--- src/rtl/muldiv_unit.sv ---
// muldiv_unit: iterative RV32M multiply/divide, one bit per clock.
//
// Ports:
//   clk            rising-edge clock
//   rst            asynchronous active-low reset
//   start          request, sampled only while idle
//   kill           synchronous abort, wins over start
//   op[2:0]        funct3 (MUL/MULH/MULHSU/MULHU/DIV/DIVU/REM/REMU)
//   a, b [N-1:0]   rs1 / rs2 operands
//   busy           operation in flight (CALC or FIN)
//   done           one-cycle pulse, result valid
//   result[N-1:0]  last completed value, held until next completion
//
// Flow: IDLE -> CALC (N steps) -> FIN -> IDLE. Latency is N+1 edges from
// accept to done for every op, including divide-by-zero and overflow.
module muldiv_unit #(
    parameter int N = 32
) (
    input  logic         clk,
    input  logic         rst,
    input  logic         start,
    input  logic         kill,
    input  logic [2:0]   op,
    input  logic [N-1:0] a,
    input  logic [N-1:0] b,
    output logic         busy,
    output logic         done,
    output logic [N-1:0] result
);
    localparam int CW = $clog2(N);

    typedef enum logic [1:0] {IDLE, CALC, FIN} state_t;
    state_t state, nxt;

    logic [2:0]    op_q;
    logic [N-1:0]  m;        // multiplicand (mul) or divisor (div) magnitude
    logic [N-1:0]  hi;       // product high half / partial remainder
    logic [N-1:0]  lo;       // multiplier -> product low / dividend -> quotient
    logic [CW-1:0] cnt;
    logic          neg_q;    // product / quotient sign
    logic          sa_q;     // remainder sign
    logic          spec_q;
    logic [N-1:0]  sval_q;

    // ---- capture-time decode ----
    logic         is_div, a_sgn, b_sgn, sa, sb, dz, ovf;
    logic [N-1:0] abs_a, abs_b, sval;

    always_comb begin
        is_div = op[2];
        a_sgn  = (op == 3'b001) || (op == 3'b010) || (op == 3'b100) || (op == 3'b110);
        b_sgn  = (op == 3'b001) || (op == 3'b100) || (op == 3'b110);
        sa     = a_sgn & a[N-1];
        sb     = b_sgn & b[N-1];
        abs_a  = sa ? -a : a;
        abs_b  = sb ? -b : b;
        dz     = is_div && (b == '0);
        ovf    = ((op == 3'b100) || (op == 3'b110)) &&
                 (a == {1'b1, {(N-1){1'b0}}}) && (b == '1);
        sval   = '0;
        if (dz)       sval = op[1] ? a : '1;
        else if (ovf) sval = op[1] ? '0 : a;
    end

    // ---- one iteration step ----
    logic [N:0] mul_sum, div_sh, div_tr;
    logic       q_bit;

    always_comb begin
        mul_sum = {1'b0, hi} + (lo[0] ? {1'b0, m} : '0);
        div_sh  = {hi, lo[N-1]};
        div_tr  = div_sh - {1'b0, m};
        // hi < m keeps div_sh below 2m, so bit N of the difference is a clean borrow flag
        q_bit   = ~div_tr[N];
    end

    // ---- sign fix-up and output selection ----
    logic [2*N-1:0] prod, sprod;
    logic [N-1:0]   quo, rem, fin_val;

    always_comb begin
        prod  = {hi, lo};
        sprod = neg_q ? -prod : prod;
        quo   = neg_q ? -lo : lo;
        rem   = sa_q ? -hi : hi;
        if (spec_q)           fin_val = sval_q;
        else if (!op_q[2])    fin_val = (op_q[1:0] == 2'b00) ? sprod[N-1:0] : sprod[2*N-1:N];
        else                  fin_val = op_q[1] ? rem : quo;
    end

    // ---- FSM ----
    always_ff @(posedge clk or negedge rst) begin
        if (!rst) state <= IDLE;
        else      state <= nxt;
    end

    always_comb begin
        nxt = state;
        case (state)
            IDLE: if (start) nxt = CALC;
            CALC: if (cnt == CW'(N-1)) nxt = FIN;
            FIN:  nxt = IDLE;
            default: nxt = IDLE;
        endcase
        if (kill) nxt = IDLE;
    end

    assign busy = (state != IDLE);

    // ---- datapath ----
    always_ff @(posedge clk or negedge rst) begin
        if (!rst) begin
            op_q   <= '0;
            m      <= '0;
            hi     <= '0;
            lo     <= '0;
            cnt    <= '0;
            neg_q  <= 1'b0;
            sa_q   <= 1'b0;
            spec_q <= 1'b0;
            sval_q <= '0;
            done   <= 1'b0;
            result <= '0;
        end else begin
            done <= 1'b0;
            case (state)
                IDLE: if (start && !kill) begin
                    op_q   <= op;
                    m      <= is_div ? abs_b : abs_a;
                    lo     <= is_div ? abs_a : abs_b;
                    hi     <= '0;
                    cnt    <= '0;
                    neg_q  <= sa ^ sb;
                    sa_q   <= sa;
                    spec_q <= dz | ovf;
                    sval_q <= sval;
                end
                CALC: if (!kill) begin
                    cnt <= cnt + CW'(1);
                    if (!op_q[2]) begin
                        hi <= mul_sum[N:1];
                        lo <= {mul_sum[0], lo[N-1:1]};
                    end else begin
                        hi <= q_bit ? div_tr[N-1:0] : div_sh[N-1:0];
                        lo <= {lo[N-2:0], q_bit};
                    end
                end
                FIN: if (!kill) begin
                    result <= fin_val;
                    done   <= 1'b1;
                end
                default: ;
            endcase
        end
    end
endmodule
--- config.mk ---
export PLATFORM = sky130hd
export DESIGN_NAME = muldiv_unit
export DESIGN_NICKNAME = d
export VERILOG_FILES = /design/src/rtl/muldiv_unit.sv
export SDC_FILE = /design/constraint.sdc
export NUM_CORES = 1
export LEC_CHECK = 0
export ABC_AREA = 1
export ABC_CLOCK_PERIOD_IN_PS = 3450
export CORE_AREA = 2 2 206 208
export CTS_BUF_LIST = sky130_fd_sc_hd__clkbuf_16
export DETAILED_ROUTE_END_ITERATION = 16
export DIE_AREA = 0 0 208 210
export GPL_TIMING_DRIVEN = 0
export PLACE_DENSITY_LB_ADDON = 0.15
export SYNTH_ARGS = -nofsm -noshare
export SYNTH_HDL_FRONTEND = slang
export SYNTH_SLANG_ARGS = --single-unit
export TNS_END_PERCENT = 50
--- constraint.sdc ---
create_clock -name clk -period 3.45 [get_ports clk]
set_clock_uncertainty 0.15 [all_clocks]
set_input_delay 0.69 -clock clk [delete_from_list [all_inputs] [get_ports clk]]
set_output_delay 0.69 -clock clk [all_outputs]
set_load 0.05 [all_outputs]
==> run_results.csv <==
group,metric,value,unit
outcome,status,"finished clean",
synth,yosysSeqAreaShare,22.6,%
floorplanning,design.core.area,0.0415,mm2
global_routing,grt_usage,44.2,%
clock_network,tritoncts,"built",
synth,synth-simple-area-share,41.4,%
drt,via_per_inst,6.02,
global_routing,grt_pass1_wl,144000,um
finish,final_util,52.3,%
clock_network,clk_latency,470,ps
synth,ys.flop_type,"dfrtp_1",
power,vdd_drop_max,0.000477,V
global_routing,grt_overflow_total,0,
global_routing,first_global_vias,23274,
critical_path,end_kind,"register",
place,hpwlAfterDp,79600,um
sta,setup_viol,0,
finish,nets,3664,
synth,syn_nets,3537,
synth,synth_xor_area_share,3.90,%
hold_path,hold_path.class,"primary input to asynchronous set/reset pin",
finish,area_growth,12.4,%
clock_network,clockBufferDepth,2,
sta,slew_headroom,19.2,%
drt,vias,24504,
sta,fin_crit_sh,98.4,%
drt,drc_errors,0,
synth,yosys.area_share.adder,4.81,%
clock_network,cts_sinks,174,
drt,drtIter0Drc,3201,
drt,wl_per_cell,23.9,um
finish,antennaDiodeCount,0,
clock_network,htree_levels,4,
clock_network,root_buffer,"clkbuf_16",
synth,synth_mux_area_share,0,%
floorplanning,initial_core_util,46.5,%
sta,fin_setup_tns,0,ps
sta,fin_ws,55.7,ps
floorplanning,die-area,0.0437,mm2
critical_path,cp.required,3650,ps
sta,holdWs,16.5,ps
synth,yosysWarnings,0,
synth,synth_edf_count,0,
global_routing,antenna_found_initial,5,
sta,tightest_slew,1200,ps
sta,finalHoldViolCount,0,
finish,final_cell_mix,"1147 x nand2_1, 432 x inv_1, 348 x nor2_1, 328 x nand3_1, 215 x o21ai_0",
floorplanning,rows,75,
place,dp_slack,-529,ps
drt,firstDrtPassIters,6,
synth,async_reset_ff_share,100,%
synth,syn_area,0.0193,mm2
sta,fmax,0.295,GHz
synth,syn_inst,3393,
finish,final_layout_size_suffix_gt1_share,2.97,%
drt,ant_nets,0,
sta,finalMaxSlewViolations,0,
global_routing,grt_start_max_net_pins,113,
place,port_buffers,104,
critical_path,arrival,3600,ps
critical_path,path_class,"register to register",
clock_network,numCtsBuffers,17,
drt,drt_wl_total,97500,um
clock_network,clk_pin_slew,80,ps
synth,synth.avg_cell_area,5.69,um2
power,p_leak,11.2,nW
power,p_per_area,776,mW/mm2
job,drv_cap,0,
synth,ys_ff_latch,174,
place,place.gp.congestion,1.11,
finish,layout_commonest_cell,"nand2_1",
synth,synth-compound-area-share,15.6,%
floorplanning,ioPinCount,105,
synth,synth_top_family_by_area,"simple AND/OR/NAND/NOR gates",
floorplanning,die_h,210,um
synth,yosysUniqueCellTypes,50,
critical_path,cp_max_fo,10,
floorplanning,die_w,208,um
critical_path,startpoint_type,"register",
sta,min_period,3390,ps
[where the power goes]
group	switching (W)	total, W	internal [W]
clock	0.00104	0.00202	0.000983
combinational	0.00805	0.0114	0.00335
sequential	0.000998	0.00342	0.00242
total	0.0101	0.0168	0.00676
[flip-flops by register name, summed over array words and instances (netlist names)]
register / count
lo: 32
m: 32
sa_q: 1
done: 1
cnt: 5
state: 2
sval_q: 32
spec_q: 1
result: 32
hi: 32
op_q: 3
neg_q: 1
[worst max-delay path, stage by stage (launching register included)]
cell,delay (ps)
dfrtp_1,790
ha_1,430
inv_1,140
o21ai_0,180
a21oi_1,180
nand2_1,90
a21oi_1,340
nand2_1,140
nand2_1,120
nand2_4,110
buf_6,160
nand2_1,60
nand3_1,200
nand2_1,140
nand2_1,60
[stage by stage]
step	instance area [um2]	instances	power (W)
after floorplan	19300	3393	0.0103
after global placement	21000	4036	0.0142
after detailed placement	21100	4037	0.0143
after CTS	21700	4069	0.0163
after global routing	21700	4072	0.0179
final	21700	4072	0.0168
[layout make-up]
| cell class | instances | area [um2] |
|---|---|---|
| well taps | 539 | 674 |
| inverters | 442 | 1660 |
| plain buffers | 139 | 603 |
| flip-flops and latches | 174 | 4360 |
| clock inverters | 15 | 164 |
| clock buffers | 17 | 425 |
| fillers | 4407 | 19800 |
| multi-input cells | 2638 | 12700 |
| repair buffers | 108 | 1100 |
[path summary, 6_finish.rpt]
check / from / to / slack, ps / depth (start not counted)
max reg2reg: hi[28] / hi[29] / 60 / 14
max in group asynchronous: rst / hi[0] / 2120 / 2
max: hi[28] / hi[29] / 60 / 14
min in group clk: result[8] / result[8] / 350 / 2
min reg2reg: result[8] / result[8] / 350 / 2
min: rst / result[13] / 20 / 1
[layer usage]
metal  share of wire [%]  GRT usage [%]  vias to the layer above  routed length, um
met3                  10           8.88                      420               9760
met2                  44           70.9                     1602              43000
met4                 7.9           29.5                        4               7740
met5               0.026              0                        -                 25
met1                  38           54.0                    11308              37000
li1                    -              -                    11170                  -
[cells by family after synthesis]
kind of cell	after synthesis
and+or+nand+nor	1939
AOI/OAI and AO/OA	540
buffers and inverters	581
adders and majority gates	73
xor gates and xnor gates	86
DFF	174
[repair_timing]
action                     CTS  global route
hold buffers                 0             0
pin swaps                    0             2
gates cloned                 0             0
setup endpoints to repair   13            19
buffers inserted             0             3
gates resized for setup      6            13
[synthesized netlist by cell type (2+ instances only)]
| cell type | instances | share of area (%) |
|---|---|---|
| o21ai_0 | 217 | 5.6 |
| nor4_1 | 4 | 0.13 |
| buf_1 | 15 | 0.29 |
| clkinv_1 | 3 | 0.058 |
| nor3_1 | 34 | 0.88 |
| fa_1 | 2 | 0.21 |
| a21oi_1 | 183 | 4.7 |
| xor2_1 | 72 | 3.3 |
| nand3_1 | 328 | 8.5 |
| a31oi_1 | 15 | 0.49 |
| nand2_2 | 5 | 0.16 |
| nor2_4 | 2 | 0.12 |
| o211ai_1 | 63 | 2.5 |
| a22oi_1 | 8 | 0.31 |
| or2_2 | 6 | 0.19 |
| buf_6 | 6 | 0.35 |
| o31ai_1 | 2 | 0.078 |
| dfrtp_1 | 174 | 23 |
| nand4_1 | 37 | 1.2 |
| xnor2_1 | 14 | 0.64 |
| o21ai_1 | 15 | 0.39 |
| a21o_1 | 4 | 0.16 |
| o21a_1 | 4 | 0.16 |
| nand3b_1 | 10 | 0.39 |
| nor2_2 | 4 | 0.13 |
| nor3_2 | 4 | 0.21 |
| buf_4 | 4 | 0.16 |
| nand2_1 | 1149 | 22 |
| inv_2 | 6 | 0.12 |
| o21bai_1 | 6 | 0.23 |
| o221ai_1 | 11 | 0.50 |
| and2_1 | 2 | 0.065 |
| a22o_1 | 2 | 0.091 |
| buf_2 | 13 | 0.34 |
| o22ai_1 | 4 | 0.13 |
| clkbuf_1 | 101 | 2.0 |
| inv_1 | 433 | 8.4 |
| ha_1 | 71 | 4.6 |
| nor2_1 | 349 | 6.8 |
Note: power is estimated with default switching activity, not from simulation.
